## src/rtl/btn_mode_router.sv

```systemverilog
// Routes debounced panel buttons and per-mode UART pulses to the active mode as one-cycle pulses.
// Mode switches are synchronised and blanked. Buttons held across a switch or reset stay masked until released.
module btn_mode_router #(
  parameter int N_BTN     = 4,
  parameter int N_MODE    = 4,
  parameter int SEL_W     = 2,
  parameter int BLANK_CYC = 16
) (
  input  logic                      clk,
  input  logic                      rst_n,
  input  logic [N_BTN-1:0]          i_btn,
  input  logic [N_MODE*N_BTN-1:0]   i_btn_uart,
  input  logic [SEL_W-1:0]          sw_sel,
  output logic [N_MODE*N_BTN-1:0]   o_btn,
  output logic [SEL_W-1:0]          o_mode,
  output logic                      o_mode_chg,
  output logic                      o_busy
);

  localparam int CNT_W = (BLANK_CYC > 1) ? $clog2(BLANK_CYC) : 1;
  localparam logic [CNT_W-1:0] CNT_LOAD = CNT_W'(BLANK_CYC - 1);

  typedef enum logic {
    ST_RUN,
    ST_BLANK
  } state_e;

  state_e                    state_q, state_d;
  logic [SEL_W-1:0]          sync1_q, sync2_q;
  logic [SEL_W-1:0]          mode_q, mode_d;
  logic                      chg_q, chg_d;
  logic [CNT_W-1:0]          cnt_q, cnt_d;
  logic [N_BTN-1:0]          prev_q;
  logic [N_BTN-1:0]          mask_q, mask_d;
  logic [N_MODE*N_BTN-1:0]   btn_q, btn_d;
  logic                      sel_chg;
  logic [N_BTN-1:0]          hw_edge;

  always_ff @(posedge clk or negedge rst_n) begin
    if (!rst_n) begin
      state_q <= ST_RUN;
      sync1_q <= '0;
      sync2_q <= '0;
      mode_q  <= '0;
      chg_q   <= 1'b0;
      cnt_q   <= '0;
      prev_q  <= '0;
      mask_q  <= '1;
      btn_q   <= '0;
    end else begin
      state_q <= state_d;
      sync1_q <= sw_sel;
      sync2_q <= sync1_q;
      mode_q  <= mode_d;
      chg_q   <= chg_d;
      cnt_q   <= cnt_d;
      prev_q  <= i_btn;
      mask_q  <= mask_d;
      btn_q   <= btn_d;
    end
  end

  // A select change wins over everything: it (re)starts the blanking window
  // and re-masks whatever is held right now, whether in RUN or BLANK.
  always_comb begin
    sel_chg = (sync2_q != mode_q);
    hw_edge = i_btn & ~prev_q & ~mask_q;
    state_d = state_q;
    cnt_d   = cnt_q;
    mode_d  = mode_q;
    chg_d   = 1'b0;
    mask_d  = mask_q & i_btn;
    btn_d   = '0;
    if (sel_chg) begin
      mode_d  = sync2_q;
      chg_d   = 1'b1;
      state_d = ST_BLANK;
      cnt_d   = CNT_LOAD;
      mask_d  = i_btn;
    end else if (state_q == ST_BLANK) begin
      if (cnt_q == '0) begin
        state_d = ST_RUN;
      end else begin
        cnt_d = cnt_q - CNT_W'(1);
      end
    end else begin
      // Out-of-range modes match no slice, so every output stays 0.
      for (int m = 0; m < N_MODE; m++) begin
        if (mode_q == SEL_W'(m)) begin
          btn_d[m*N_BTN +: N_BTN] = hw_edge | i_btn_uart[m*N_BTN +: N_BTN];
        end
      end
    end
  end

  assign o_btn      = btn_q;
  assign o_mode     = mode_q;
  assign o_mode_chg = chg_q;
  assign o_busy     = (state_q == ST_BLANK);

endmodule

```

## config.mk

```make
export PLATFORM = sky130hd
export DESIGN_NAME = btn_mode_router
export DESIGN_NICKNAME = d
export VERILOG_FILES = /design/src/rtl/btn_mode_router.sv
export SDC_FILE = /design/constraint.sdc
export NUM_CORES = 1
export LEC_CHECK = 0
export ABC_AREA = 1
export CORE_ASPECT_RATIO = 1.75
export CORE_MARGIN = 3
export CORE_UTILIZATION = 49
export CTS_CLUSTER_DIAMETER = 50
export DETAILED_ROUTE_END_ITERATION = 7
export PLACE_DENSITY = 0.86
export SLEW_MARGIN = 20
export SYNTH_ARGS = -nofsm -noshare
export SYNTH_HDL_FRONTEND = slang
export SYNTH_SLANG_ARGS = --single-unit
```

## constraint.sdc

```tcl
create_clock -name clk -period 3.2 [get_ports clk]
set_clock_uncertainty 0.2 [all_clocks]
set_input_delay 0.96 -clock clk [delete_from_list [all_inputs] [get_ports clk]]
set_output_delay 0.96 -clock clk [all_outputs]
set_load 0.01 [all_outputs]
```

==> impl_summary.log, run 1 <==
[metrics] result of the run: finished, final reports clean
[metrics] placed inst area: about 0.0019 mm²
[metrics] Hold Path Sink: sync2_q[0]
[metrics] Buf/Inv on CP: 1
[metrics] Reg area: a little over 900 µm²
[metrics] Core Box Area: between 0.002 and 0.003 mm²
[metrics] area used by multi-input combinational logic: ~420 µm²
[metrics] Setup Crit Path Kind: flop to output port
[metrics] proportion of power drawn by combinational gates: a little under 10%
[metrics] total setup buffers inserted after CTS: 0
[metrics] Via density: slightly below 5
[metrics] startpoint of the worst hold path: sync1_q[0]
[metrics] first-pass GRT wire length: around 4700 µm
[metrics] max-slew violation total from the final report: 0
[metrics] Final Cycle Share: 79.6%
[metrics] DRC violation count after routing: 0
[metrics] global placer's final weighted congestion: 0.743
[metrics] highest ir drop seen on vdd: 0.477 mV
[metrics] Die ar.: 0.00376 mm²
[metrics] sequential group share of total power: a little over 50%
[metrics] TritonRoute pass-1 iters: 4
[metrics] total track usage: between 10% and 20%
[metrics] sequential element share of the synthesized area: between 60% and 70%
[metrics] cell area after layout: slightly above 0.002 mm²
[metrics] Slew @ Worst Pin: 0.449 ns
[metrics] Hold Path Cell Cnt: 0
[metrics] die outline height: 78.9 µm
[metrics] endpoints failing setup: 0
[metrics] register clock-pin slew on the reported worst setup and hold paths: around 0.070 ns
[metrics] number of top-level design ports: 44
[metrics] Leak: 1.03 nW
[metrics] largest net degree at the start of global routing: 37
[metrics] endpoint of the worst register-to-register path: cnt_q[2]
[metrics] Total Negative Setup Slacks: 0 ns
[metrics] grt ovf: 0
[metrics] number of I/O port buffers: 43
[metrics] Crit. End Element: output port
[metrics] fmax: approximately 0.39 GHz
[metrics] Synthesis Warnings: 0
[metrics] clock latency of the later-clocked register in the worst-skew pair: 0.28 ns
[metrics] R2R Setup Slk: 1.59 ns
[metrics] Hold WS: 0.153 ns
[metrics] CP Data Required Time: slightly above 2 ns
[metrics] die extent in x: 47.7 µm
[metrics] Layout fillers: between 200 and 250
[metrics] worst min path class: flop to flop
[metrics] count of cell types in the netlist: 15
[metrics] number of buffers added by the clock tree synthesis step: 5
[metrics] critical path's largest stage delay: roughly 0.60 ns
[metrics] CTS Hold Bufs: 0
[metrics] Iter 0 DRT Violations: 9
[metrics] ant diodes: 0
[metrics] design internal power: ~0.00075 W
[metrics] Starting Density: a little over half
[metrics] initial antenna violation count: 0
[metrics] Max Fanout on Critical Path: 9
[metrics] average detailed-routed wire length per instance: roughly 12 µm
[metrics] gate family responsible for the most delay along the worst path: buffers and inverters
[metrics] TritonCTS clock tree: built
[metrics] maximum count of clock buffers along a single path: 2
[metrics] Clock Power Share: just under 40%
[metrics] critical-path cell list: clkdlybuf4s50_1
[metrics] Switching Fraction: a little over a fifth
[metrics] slowest library cell on the worst path: clkdlybuf4s50_1
[metrics] final period demand of the worst path: around 2.5 ns
[metrics] cell count after synthesis: between 150 and 200
[metrics] RSZ-0062 raised after global routing: false
[metrics] H-tree levels: 2
[metrics] count of endpoints failing hold in the final timing report: 0
[metrics] clk root buf: clkbuf_8
[metrics] mean instance size in the synthesized netlist: roughly 9 µm²
[metrics] worst slew slack as a fraction of its limit: 70.1%
[metrics] Routed WL: 2860 µm
[metrics] count of standard-cell rows: 25
[metrics] Max-Cap Viols: 0
[metrics] number of global-route vias before repair: approximately 1200
[metrics] reg2reg start: o_mode[0]
[metrics] number of cells upsized or downsized after cts: 0
[metrics] Layout area overhead: 36.1%
[metrics] total half-perimeter wirelength after legalization and detailed placement: 2220 µm
[metrics] number of sinks driven by the clock tree: 36
[metrics] data arrival time of the critical path: 1.39 ns
[metrics] fraction of layout instances using a drive strength above 1: ~8.9%
[metrics] syn_nets: 192
[metrics] net count of the finished layout: between 200 and 250
[metrics] Post-Syn Area: about 0.0015 mm²
[metrics] power density cells: about 470 mW/mm²
[metrics] critical path launch point type: flop
[metrics] total vias in the final route: approximately 1200
[metrics] switching pwr: between 0.0002 and 0.00025 W
[metrics] Antenna Violating Nets Remaining: 0
[metrics] register bit count reported by yosys: 36
[metrics] Reg2Reg Depth: 4
-- cells by family after synthesis --
family	Yosys count	share of synthesized area, %
xor+xnor	2	1.18
simple gates	89	25.9
fa+ha+maj	1	0.841
flops	36	60.9
buf+inv	39	11.2
-- synthesized netlist by cell type --
| cell type | instances | area [µm²] |
|---|---|---|
| buf_2 | 1 | 5.00 |
| buf_6 | 2 | 22.5 |
| clkbuf_1 | 2 | 7.51 |
| dfrtp_1 | 32 | 801 |
| buf_4 | 1 | 7.51 |
| nand3_1 | 23 | 115 |
| nand2_1 | 31 | 116 |
| nor2_2 | 6 | 37.5 |
| xnor2_1 | 2 | 17.5 |
| inv_1 | 33 | 124 |
| ha_1 | 1 | 12.5 |
| nor2_1 | 26 | 97.6 |
| nand4_1 | 2 | 12.5 |
| nand2_2 | 1 | 6.26 |
| dfstp_2 | 4 | 105 |
-- cell type report --
class / count / share of cell area, %
Sequential cell: 36 / 44.7
Timing Repair Buffer: 44 / 21.6
Multi-Input combinational cell: 92 / 20.5
Inverter: 33 / 6.12
Clock buffer: 6 / 3.58
Clock inverter: 2 / 1.73
Tap cell: 27 / 1.67
-- per-stage QoR --
step                      cells  utilization [%]  total power, W  setup slack (ns)
after floorplan             167                -        0.000536              1.59
after detailed placement    232             68.1        0.000584             0.951
after global routing        240             71.9        0.000998             0.613
after global placement      232             68.1        0.000581              1.01
final                       240             71.9        0.000953             0.654
after CTS                   240             71.9        0.000966             0.650
-- power by group through the flow --
stage / registers (W) / logic, W / clock network (W)
6_report: 0.000481 / 0.0000938 / 0.000378
4_1_cts: 0.000481 / 0.0000953 / 0.000390
2_1_floorplan: 0.000489 / 0.0000469 / 0
5_1_grt: 0.000482 / 0.000106 / 0.000410
3_5_place_dp: 0.000490 / 0.0000949 / 0
3_3_place_gp: 0.000488 / 0.0000925 / 0
-- worst max-delay path by stage --
| stage | start | endpoint | cells after the start |
|---|---|---|---|
| 5_1_grt | o_busy | o_busy | 1 |
| 3_5_place_dp | i_btn[1] | o_btn[13] | 7 |
| 4_1_cts | o_busy | o_busy | 1 |
| 2_1_floorplan | i_btn[0] | o_btn[0] | 6 |
| 6_report | o_busy | o_busy | 1 |
| 3_3_place_gp | i_btn[2] | o_btn[6] | 7 |
-- flip-flops by register name (all words and copies together) (netlist names) --
| name | count |
|---|---|
| o_mode_chg | 1 |
| sync1_q | 2 |
| o_busy | 1 |
| o_mode | 2 |
| o_btn | 16 |
| sync2_q | 2 |
| prev_q | 4 |
| mask_q | 4 |
| cnt_q | 4 |
-- placed cells by master (no fill, tap or decap) --
cell type	count
dfrtp_1	32
xnor2_1	2
ha_1	1
nor2_2	6
clkinv_2	1
clkbuf_1	1
dfstp_2	4
nand2_2	1
nor2_1	26
nand4_1	2
inv_1	33
clkbuf_8	5
bufinv_16	1
nand3_1	23
clkdlybuf4s50_1	43
buf_4	1
nand2_1	31
-- worst reg2reg max path, stage by stage, from the launching register on --
cell and delay, ns:
dfrtp_1 0.45, xnor2_1 0.21, nand2_2 0.27, inv_1 0.25
nand3_1 0.11
-- per-layer routing --
layer	global-route usage [%]	part of all wire, %	up-vias
li1	-	-	580
met3	4.99	6.1	4
met2	31.5	56	32
met1	16.1	35	541
met5	0	0	-
met4	10.2	2.1	0
No activity file was read; power rests on OpenSTA's default activity.
==> inputs of run 2 (changes only) <==
--- a/config.mk
+++ b/config.mk
@@ -8,10 +8,10 @@
 export ABC_AREA = 1
 export CORE_ASPECT_RATIO = 1.75
 export CORE_MARGIN = 3
-export CORE_UTILIZATION = 49
+export CORE_UTILIZATION = 46
 export CTS_CLUSTER_DIAMETER = 50
 export DETAILED_ROUTE_END_ITERATION = 7
-export PLACE_DENSITY = 0.86
+export PLACE_DENSITY = 0.81
 export SLEW_MARGIN = 20
 export SYNTH_ARGS = -nofsm -noshare
 export SYNTH_HDL_FRONTEND = slang
==> constraint.sdc (replaced) <==
create_clock -name clk -period 2.58 [get_ports clk]
set_clock_uncertainty 0.2 [all_clocks]
set_input_delay 0.774 -clock clk [delete_from_list [all_inputs] [get_ports clk]]
set_output_delay 0.774 -clock clk [all_outputs]
set_load 0.01 [all_outputs]
==> run 2 against run 1 <==
Clock power is 39% higher. Non-clock buffer count stayed put. Die area grew 5.9%. Largest power group unchanged. Highest routed layer unchanged.
==> impl_summary.log, run 2 (synthesized netlist as in run 1, its figures left out) <==
[metrics] data arrival time of the critical path: roughly 1.4 ns
[metrics] Hold WS: around 0.15 ns
[metrics] Buf/Inv on CP: 1
[metrics] Core Box Area: 0.00299 mm²
[metrics] net count of the finished layout: 237
[metrics] count of standard-cell rows: 26
[metrics] slowest library cell on the worst path: clkdlybuf4s50_1
[metrics] total track usage: 16.5%
[metrics] final period demand of the worst path: around 2.3 ns
[metrics] Crit. End Element: output port
[metrics] Tot Pwr: about 0.0012 W
[metrics] Final Cycle Share: between 90% and 100%
[metrics] number of sinks driven by the clock tree: 36
[metrics] max-slew violation total from the final report: 0
[metrics] number of I/O port buffers: between 40 and 50
[metrics] first-pass GRT wire length: approximately 4900 µm
[metrics] Iter 0 DRT Violations: 25
[metrics] die extent in x: roughly 49 µm
[metrics] H-tree levels: 2
[metrics] clk root buf: clkbuf_8
[metrics] total placed cells including tap cells: ~250
[metrics] Die ar.: 0.00398 mm²
[metrics] most frequent standard cell in the layout excluding fill and tap cells: clkdlybuf4s50_1
[metrics] largest net degree at the start of global routing: 37
[metrics] die outline height: about 81 µm
[metrics] clock latency of the later-clocked register in the worst-skew pair: about 0.28 ns
[metrics] Reg area: around 910 µm²
[metrics] reg2reg start: o_mode[0]
[metrics] Reg2Reg Depth: 4
[metrics] Hold Path Cell Cnt: 0
[metrics] Starting Density: between 40% and 50%
[metrics] endpoint of the worst register-to-register path: cnt_q[2]
[metrics] DRC violation count after routing: 0
[metrics] critical-path cell list: clkdlybuf4s50_1
[metrics] area used by multi-input combinational logic: approximately 420 µm²
[metrics] Via density: between 4 and 5
[metrics] initial antenna violation count: 0
[metrics] critical path's largest stage delay: about 0.59 ns
[metrics] endpoints failing setup: 0
[metrics] grt ovf: 0
[metrics] critical path launch point type: flop
[metrics] top metal layer carrying routed signals: met4
[metrics] CTS Hold Bufs: 0
[metrics] routed wl met3: approximately 140 µm
[metrics] fmax: between 0.4 and 0.5 GHz
[metrics] Leak: between 1 and 1.5 nW
[metrics] Antenna Violating Nets Remaining: 0
[metrics] Hold Path Sink: sync2_q[0]
[metrics] number of global-route vias before repair: 1121
[metrics] Largest register FFs: 16
[metrics] R2R Setup Slk: 0.95 ns
[metrics] Routed WL: 2940 µm
[metrics] global placer's final weighted congestion: between 0.7 and 0.8
[metrics] worst slew slack as a fraction of its limit: between 60 and 70%
[metrics] number of buffers added by the clock tree synthesis step: 5
[metrics] TritonCTS clock tree: built
[metrics] startpoint of the worst hold path: sync1_q[0]
[metrics] Total Negative Setup Slacks: 0 ns
[metrics] power density cells: between 600 and 700 mW/mm²
[metrics] total half-perimeter wirelength after legalization and detailed placement: around 2100 µm
[metrics] TritonRoute pass-1 iters: 4
[metrics] Max Fanout on Critical Path: 9
[metrics] fraction of layout instances using a drive strength above 1: around a tenth
[metrics] highest ir drop seen on vdd: around 0.65 mV
[metrics] count of placed standard cells in the final layout, fillers left out: approximately 260
[metrics] number of top-level design ports: 44
[metrics] count of endpoints failing hold in the final timing report: 0
[metrics] register clock-pin slew on the reported worst setup and hold paths: ~0.070 ns
[metrics] RSZ-0062 raised after global routing: false
[metrics] Layout area overhead: 38.6%
[metrics] CP Data Required Time: between 1.5 and 2 ns
[metrics] average detailed-routed wire length per instance: between 10 and 15 µm
[metrics] ant diodes: 0
[metrics] total setup buffers inserted after CTS: 0
[metrics] detailed-routed wire length on met2: between 1500 and 2000 µm
[metrics] worst min path class: flop to flop
[metrics] Layout fillers: about 260
[metrics] gate family responsible for the most delay along the worst path: buffers and inverters
[metrics] Max-Cap Viols: 0
[metrics] number of cells upsized or downsized after cts: 0
[metrics] maximum count of clock buffers along a single path: 2
[metrics] metal1 wirelength: roughly 1100 µm
[metrics] leading cell types in the layout, fill and taps excluded: clkdlybuf4s50_1, inv_1, dfrtp_1
[metrics] Setup Crit Path Kind: flop to output port
[metrics] result of the run: finished, final reports clean
[metrics] total vias in the final route: about 1200
[metrics] Slew @ Worst Pin: 0.462 ns
[run 2: metrics by stage]
step	util, %	cell area, µm²	setup WS [ns]
finish	68.9	2060	0.235
global route	68.9	2060	0.195
CTS	68.9	2060	0.215
detailed placement	64.7	1940	0.533
global placement	64.7	1940	0.556
floorplan	-	1490	1.15
[run 2: layout make-up]
cell class                 instances  share of cell area [%]
sequential                        36                    43.9
timing repair buffer              44                    21.2
tap                               42                    2.55
inverter                          33                    6.01
clock buffer                       7                    4.67
clock inverter                     1                    1.46
multi-input combinational         92                    20.1
[run 2: metal layers]
layer | track usage, % | vias up
met4 | 9.97 | 0
met3 | 5.14 | 8
li1 | - | 585
met5 | 0 | -
met1 | 17.4 | 536
met2 | 28.6 | 31
[run 2: worst max-delay path by stage]
| stage | startpoint | to | slack, ns | depth (start not counted) |
|---|---|---|---|---|
| 3_3_place_gp | i_btn[1] | o_btn[1] | 0.56 | 7 |
| 2_1_floorplan | i_btn[0] | o_btn[0] | 1.15 | 6 |
| 6_report | o_busy | o_busy | 0.23 | 1 |
| 4_1_cts | o_busy | o_busy | 0.22 | 1 |
| 3_5_place_dp | o_busy | o_busy | 0.53 | 1 |
| 5_1_grt | o_busy | o_busy | 0.19 | 1 |
[run 2: report_power, final]
| group | switching, W | internal, W | total (W) |
|---|---|---|---|
| Sequential | 0.0000110 | 0.000586 | 0.000597 |
| Clock | 0.000184 | 0.000341 | 0.000524 |
| Combinational | 0.0000613 | 0.0000563 | 0.000118 |
| Total | 0.000256 | 0.000983 | 0.00124 |
